File: src/rtl/muldiv_ctrl.sv
// -----------------------------------------------------------------------------
// muldiv_ctrl
//
// Sequencer between a MIPS-style HI/LO request port and an external iterative
// multiply/divide unit. A request is accepted only in IDLE. MULT/MULTU/DIV/DIVU
// launch the unit and wait for its completion pulse, guarded by a watchdog.
// MFHI/MFLO read HI or LO back. MTHI/MTLO write HI or LO directly.
//
// Encodings used on the unit interface:
//   MD_MorD : 0 = multiply, 1 = divide
//   MD_SorU : 1 = signed,   0 = unsigned
//   MD_HorL : 1 = HI,       0 = LO
//
// Ports
//   Clk, Reset      : clock; synchronous active-low reset
//   Req_Valid/Op    : request strobe and opcode (0 MULT .. 7 MTLO)
//   Req_RS, Req_RT  : operands (RS = dividend/multiplicand and MT source)
//   Req_Ready       : request accepted this cycle (IDLE only)
//   Stall           : Req_Valid held off because the controller is occupied
//   Res_Valid/Data  : one-cycle MFHI/MFLO result; data holds until next read
//   Busy, Err       : not-IDLE indicator; sticky watchdog timeout flag
//   MD_*            : operands, controls, completion and HI/LO data of the unit
// -----------------------------------------------------------------------------
module muldiv_ctrl #(
    parameter int WD_LIMIT = 63
) (
    input  logic        Clk,
    input  logic        Reset,
    input  logic        Req_Valid,
    input  logic [2:0]  Req_Op,
    input  logic [31:0] Req_RS,
    input  logic [31:0] Req_RT,
    output logic        Req_Ready,
    output logic        Stall,
    output logic        Res_Valid,
    output logic [31:0] Res_Data,
    output logic        Busy,
    output logic        Err,
    output logic [31:0] MD_DA,
    output logic [31:0] MD_DB,
    output logic        MD_Start,
    output logic        MD_MorD,
    output logic        MD_SorU,
    output logic        MD_HorL,
    output logic        MD_MulWrite,
    input  logic        MD_Ready,
    input  logic [31:0] MD_DC
);

    localparam logic [2:0] OP_MULT  = 3'd0;
    localparam logic [2:0] OP_MULTU = 3'd1;
    localparam logic [2:0] OP_DIV   = 3'd2;
    localparam logic [2:0] OP_DIVU  = 3'd3;
    localparam logic [2:0] OP_MFHI  = 3'd4;
    localparam logic [2:0] OP_MFLO  = 3'd5;
    localparam logic [2:0] OP_MTHI  = 3'd6;
    localparam logic [2:0] OP_MTLO  = 3'd7;

    localparam int          WD_W    = $clog2(WD_LIMIT + 1);
    // Value of the watchdog during the last BUSY cycle that is still allowed.
    localparam logic [WD_W-1:0] WD_LAST = WD_W'(WD_LIMIT - 1);

    typedef enum logic [1:0] {
        ST_IDLE  = 2'd0,
        ST_BUSY  = 2'd1,
        ST_READ  = 2'd2,
        ST_WRITE = 2'd3
    } state_e;

    state_e            state_q;
    logic [WD_W-1:0]   wd_q;
    logic              err_q;
    logic              res_valid_q;
    logic [31:0]       res_data_q;
    logic [31:0]       da_q;
    logic [31:0]       db_q;
    logic              mord_q;
    logic              soru_q;
    logic              horl_q;

    always_ff @(posedge Clk) begin
        if (!Reset) begin
            state_q     <= ST_IDLE;
            wd_q        <= '0;
            err_q       <= 1'b0;
            res_valid_q <= 1'b0;
            res_data_q  <= '0;
            da_q        <= '0;
            db_q        <= '0;
            mord_q      <= 1'b0;
            soru_q      <= 1'b0;
            horl_q      <= 1'b0;
        end else begin
            res_valid_q <= 1'b0;
            case (state_q)
                ST_IDLE: begin
                    if (Req_Valid) begin
                        case (Req_Op)
                            OP_MULT, OP_MULTU, OP_DIV, OP_DIVU: begin
                                da_q    <= Req_RS;
                                db_q    <= Req_RT;
                                mord_q  <= Req_Op[1];   // ops 2-3 divide
                                soru_q  <= ~Req_Op[0];  // even ops are signed
                                wd_q    <= '0;
                                state_q <= ST_BUSY;
                            end
                            OP_MFHI, OP_MFLO: begin
                                horl_q  <= ~Req_Op[0];  // MFHI is the even code
                                state_q <= ST_READ;
                            end
                            OP_MTHI, OP_MTLO: begin
                                da_q    <= Req_RS;
                                horl_q  <= ~Req_Op[0];  // MTHI is the even code
                                state_q <= ST_WRITE;
                            end
                            default: state_q <= ST_IDLE;
                        endcase
                    end
                end
                ST_BUSY: begin
                    wd_q <= wd_q + 1'b1;
                    if (MD_Ready) begin
                        state_q <= ST_IDLE;
                    end else if (wd_q == WD_LAST) begin
                        // Unit never answered: abandon the operation.
                        err_q   <= 1'b1;
                        state_q <= ST_IDLE;
                    end
                end
                ST_READ: begin
                    res_data_q  <= MD_DC;
                    res_valid_q <= 1'b1;
                    state_q     <= ST_IDLE;
                end
                ST_WRITE: begin
                    state_q <= ST_IDLE;
                end
                default: state_q <= ST_IDLE;
            endcase
        end
    end

    // Start is masked by Ready so the unit does not see a fresh start in the
    // cycle it completes and relaunch itself.
    assign MD_Start    = (state_q == ST_BUSY) & ~MD_Ready;
    assign MD_MulWrite = (state_q == ST_WRITE);

    assign Req_Ready   = (state_q == ST_IDLE);
    assign Stall       = Req_Valid & ~Req_Ready;
    assign Busy        = (state_q != ST_IDLE);
    assign Err         = err_q;
    assign Res_Valid   = res_valid_q;
    assign Res_Data    = res_data_q;
    assign MD_DA       = da_q;
    assign MD_DB       = db_q;
    assign MD_MorD     = mord_q;
    assign MD_SorU     = soru_q;
    assign MD_HorL     = horl_q;

endmodule

File: config.mk
export PLATFORM = sky130hd
export DESIGN_NAME = muldiv_ctrl
export DESIGN_NICKNAME = d
export VERILOG_FILES = /design/src/rtl/muldiv_ctrl.sv
export SDC_FILE = /design/constraint.sdc
export NUM_CORES = 1
export LEC_CHECK = 0
export ABC_AREA = 1
export BUFFER_PORTS_ARGS = -buffer_cell sky130_fd_sc_hd__buf_2
export CAP_MARGIN = 10
export CORE_AREA = 2 2 85 128
export DETAILED_ROUTE_END_ITERATION = 10
export DIE_AREA = 0 0 87 130
export MAX_ROUTING_LAYER = met4
export PLACE_DENSITY = 0.84
export SYNTH_ARGS = -nofsm -noshare
export SYNTH_HDL_FRONTEND = slang
export SYNTH_SLANG_ARGS = --single-unit
File: constraint.sdc
create_clock -name Clk -period 1.4 [get_ports Clk]
set_clock_uncertainty 0.15 [all_clocks]
set_input_delay 0.14 -clock Clk [delete_from_list [all_inputs] [get_ports Clk]]
set_output_delay 0.14 -clock Clk [all_outputs]
set_load 0.02 [all_outputs]
## Yosys cells after proc, flatten, opt, wreduce, memory -nomap -nowiden

Cells that the tools add are included.

| word-level totals | value |
|---|---|
| bits in registers | 109 |
| logic and storage cells | 55 |
| output and inout port bits | 106 |

| operators by class | value |
|---|---|
| $add $sub $neg | 1 |
| mux-type cells | 9 |
| reductions and logical operators | 16 |
| equality and inequality tests | 14 |
| bitwise logic cells | 5 |

Operator list:

| operator | count |
|---|---|
| AND reduction 3 bit | 5 |
| equality test 3 bit (second input constant) | 4 |
| two-way mux 6 bit | 2 |
| case mux 2 bit (3 select lines) | 2 |
| case mux 6 bit (2 select lines) | 1 |
| OR reduction 4 bit | 2 |
| adder 6 x 1 -> 6 bit (second input constant) | 1 |
| equality test 3 x 2 -> 1 bit (second input constant) | 2 |
| equality test 6 bit (second input constant) | 1 |
| two-way mux 2 bit | 3 |
| OR reduction 2 bit | 3 |
| OR reduction 6 bit | 1 |
| equality test 2 bit (second input constant) | 2 |
| nonzero test 2 bit | 2 |
| equality test 3 x 1 -> 1 bit (second input constant) | 1 |
| zero test 3 bit | 1 |
| != test 3 bit (second input constant) | 1 |
| inverter 1 bit | 3 |
| AND 1 bit | 2 |
| equality test 2 x 1 -> 1 bit (second input constant) | 1 |
| zero test 2 bit | 1 |
| != test 2 x 1 -> 1 bit (second input constant) | 1 |
| != test 2 bit (second input constant) | 1 |
| AND reduction 2 bit | 1 |
| two-way mux 1 bit | 1 |

## Depth between registers and ports, before layout

| depth | value |
|---|---|
| depth in word-level cells | 5 |
| depth in mapped cells | 8 |
| gate-level depth less buffers | 8 |

## Worst setup path before layout

No wires, ideal clock.

| timing | value |
|---|---|
| kind | reg-to-reg |
| from | register state_q[1] |
| to | register db_q[15] (netlist: MD_DB[15]) |
| stages on the path, launching flop included | 8 |
| arrival time | 1.190 ns |
| path slack | -0.056 ns |
| buffers on the path | 1 |
| required time | 1.134 ns |
| setup time | 0.116 ns |
| cell sequence | dfxtp_1 > nor2_4 > nand2_4 > nor2_8 > inv_4 > buf_6 > nor2_1 > nor2_1 |

| on the way | value |
|---|---|
| longest elaborated chain between the ends | 2 |

RTL lines:

| what | line | RTL |
|---|---|---|
| start: declaration | 70 | `state_e state_q;` |
| start signal: assignment | 83 | `state_q <= ST_IDLE;` |
| start signal: assignment | 105 | `state_q <= ST_BUSY;` |
| start signal: assignment | 109 | `state_q <= ST_READ;` |
| zero test 2 bit | -- |  |
| via Req_Ready | 33 | `output logic Req_Ready,` |
| AND reduction 3 bit (no line) | -- |  |
| end signal: assignment | 101 | `db_q <= Req_RT;` |
| end: declaration | 76 | `logic [31:0] db_q;` |

The timed path passes the listed nets, and every way through them passes these cells.
A chain may end at the register's enable or synchronous reset.

## Worst setup path after layout

| timing | value |
|---|---|
| from | register state_q[1] |
| to | output MD_Start |

| on the way | value |
|---|---|
| longest elaborated chain between the ends | 2 |

RTL lines:

| what | line | RTL |
|---|---|---|
| equality test 2 x 1 -> 1 bit | 145 | `assign MD_Start = (state_q == ST_BUSY) & ~MD_Ready;` |
| AND 1 bit | 145 |  |
| end: declaration | 41 | `output logic MD_Start,` |

No other way between the ends.

==> qor.yml <==
status:
  status: "finished with violations"
  violations: "setup timing"
power:
  fin_total_pwr_mw: 7.586
  leakage_nw: 3.304
  power_density_nw_per_um2: 1115
  ir_drop_v: 0.0007701
sta:
  post-route-min-period_ns: 1.450
  setup_viol: 4
  period_share: 1.036
  hold_ws_ns: 0.04086
  max_freq_ghz: 0.6894
  grt_setup_unrepaired: "yes"
  setup_tns_ns: -0.09399
  max_slew_margin: 0.7726
  maxSlewViolCount: 0
  fin_ws_ns: -0.05045
  finalHoldViolCount: 0
  worst_pin_slew_ns: 0.3407
final_layout:
  antenna_cells: 0
  fill_cells: 763
  drive_gt1_frac: 0.3776
  final_cell_mix: "buf_2 (203), nor2_1 (158), dfxtp_1 (107), dlygate4sd3_1 (99), o21ai_0 (71)"
  syn_to_final_growth_pct: 65.32
  mostFrequentLayoutCell: "buf_2"
  fin_util: 0.6606
  num-nets-final: 921
  layoutNonFillerInstCount: 941
  multiInputGateArea_um2: 1732
  seqCellArea_um2: 2187
placed_design:
  dp_hpwl_mm: 7.625
  post-place-cells: 818
  io_buffers: 208
  place_congestion: 0.7859
global_routing:
  overflow: 0
  grt_pass1_wl_mm: 20.09
  antenna_found_initial: 0
  grt_pass1_vias: 4371
  grt_max_degree: 45
  grt_use_total: 0.2317
job:
  timing.max_cap.violations: 0
critical_path:
  timing.rr.end: "MD_DA[10]$_SDFFE_PN0P_"
  crit_top_cell: "buf_6"
  crit_chain: "buf_6 -> inv_4 -> nand2_4 -> nor2_4 -> buf_6"
  crit_required_ns: 1.11
  arrival_ns: 1.16
  path_class: "flop to primary output"
  crit_path_start_kind: "flop"
  reg2regPathDepth: 7
  r2r_start: "state_q[0]$_SDFFE_PN0P_"
  crit_slowest_cell: "dfxtp_2"
  critPathMaxFanout: 4
  reg2reg_slack_ns: 0
  max_stage_delay_ns: 0.34
  endpoint_kind: "primary output"
cts:
  cts_tree: "yes"
  cts-htree-levels: 3
  clk_latency_ns: 0.34
  cts-root-buf: "clkbuf_16"
  numCtsBuffers: 9
  clk_pin_slew_worst_paths_ns: 0.07
  clock_sinks: 109
  cts_buffer_depth: 2
die:
  start_util: 0.3996
  die_y_um: 130
  coreArea_um2: 10300
  pin_count: 209
  row_count: 46
  die-area_um2: 11310
  fp.dieW_um: 87
drt:
  drtAntennaViolNets: 0
  vias: 4576
  routedWlPerCell_um: 14.67
  firstDrtPassIters: 6
  drc: 0
  viasPerCell: 4.863
  dr.first_iter.drc_count: 233
  routed_wl_mm: 13.81
min_path:
  hold_path_depth: 3
  min_from: "Reset"
  min_path_type: "input port to flop"
  holdPathEnd: "MD_DA[11]$_SDFFE_PN0P_"
yosys:
  syn_area_um2: 4116
  ys_seq_elements: 109
  synth_area_leaders: "dfxtp_1 (53%), nor2_1 (16%), o21ai_0 (11%), nor2_2 (5.0%), buf_6 (2.7%)"
  yosysTopAreaCellShare: 0.5301
  synth_cell_type_count: 25
  syn_nets: 613
  synth_cells: 508
  yosysTopAreaCell: "dfxtp_1"
  syn_area_per_cell_um2: 8.103
  yosysWarnings: 0
  yosysSeqAreaShare: 0.5301
## where the power goes
| group | switching [mW] | internal (mW) |
|---|---|---|
| registers | 0.112 | 3.31 |
| clock network | 1.13 | 1.46 |
| logic | 0.892 | 0.681 |
## what timing repair did
action                                  4_1_cts  5_1_grt
pin swaps                                     2        2
hold buffers                                 99        0
gates cloned                                  0        3
endpoints found under the setup margin        7       71
resized for setup                            18       67
hold endpoints to repair                    100        0
setup buffers                                 2        3
## routing by layer
| layer | GRT usage | vias up | routed length, um |
|---|---|---|---|
| met5 | - | - | 0 |
| met4 | 0.1305 | 0 | 620 |
| met3 | 0.04301 | 54 | 980 |
| met2 | 0.4154 | 231 | 7218 |
| met1 | 0.2314 | 2060 | 4988 |
| li1 | - | 2231 | - |
## synthesized netlist by cell type, drive strengths merged
cell type,number
nand4,2
nand3b,1
nand3,6
inv,20
nand2,20
a21oi,9
nor2,207
dfxtp,109
clkbuf,13
o21ai,100
buf,17
or2,2
ha,2
## how the worst max path moves through the flow
| stage | from | to | cells past startpoint | slack (ns) |
|---|---|---|---|---|
| 6_report | state_q[1]$_SDFFE_PN0P_ | MD_Start | 5 | -0.05 |
| 5_1_grt | state_q[1]$_SDFFE_PN0P_ | MD_Start | 5 | -0.09 |
| 4_1_cts | state_q[1]$_SDFFE_PN0P_ | MD_Start | 5 | -0.05 |
| 3_5_place_dp | state_q[1]$_SDFFE_PN0P_ | wd_q[5]$_SDFFE_PN0P_ | 8 | -0.09 |
| 3_3_place_gp | state_q[1]$_SDFFE_PN0P_ | wd_q[5]$_SDFFE_PN0P_ | 8 | -0.04 |
| 2_1_floorplan | state_q[0]$_SDFFE_PN0P_ | MD_DB[15]$_SDFFE_PN0P_ | 7 | -0.03 |
## registers in the layout, indices dropped and copies added (netlist names)
| signal | count |
|---|---|
| state_q | 2 |
| Res_Valid | 1 |
| MD_HorL | 1 |
| MD_MorD | 1 |
| MD_DA | 32 |
| Res_Data | 32 |
| Err | 1 |
| wd_q | 6 |
| MD_SorU | 1 |
| MD_DB | 32 |
## per-stage QoR
step / instance area [um^2] / setup WS (ns)
global placement: 5224 / -0.03564
global route: 6805 / -0.08596
finish: 6805 / -0.05045
floorplan: 4118 / -0.03441
CTS: 6588 / -0.05367
detailed placement: 5224 / -0.08678
## worst max-delay path, delay by kind of cell, from the launching register on
family,cells,cell delay [ns]
and+or+nand+nor,2,0.17
DFF,1,0.34
buffers and inverters,3,0.31
## layout make-up
type,instances,area share
flip-flops and latches,109,0.3214
inverters,20,0.01434
repair buffers,324,0.3363
clock buffers,11,0.03567
clock inverters,5,0.009561
multi-input cells,349,0.2545
repair inverters,3,0.006251
well taps,120,0.02206
## cell families after synthesis
logic type      count (synthesis)  synth area share
compound gates                109            0.1334
fa+ha+maj                       2          0.006078
buf+inv                        50           0.07478
flops                         109            0.5301
simple gates                  238            0.2556
No activity file was read; power rests on OpenSTA's default activity.
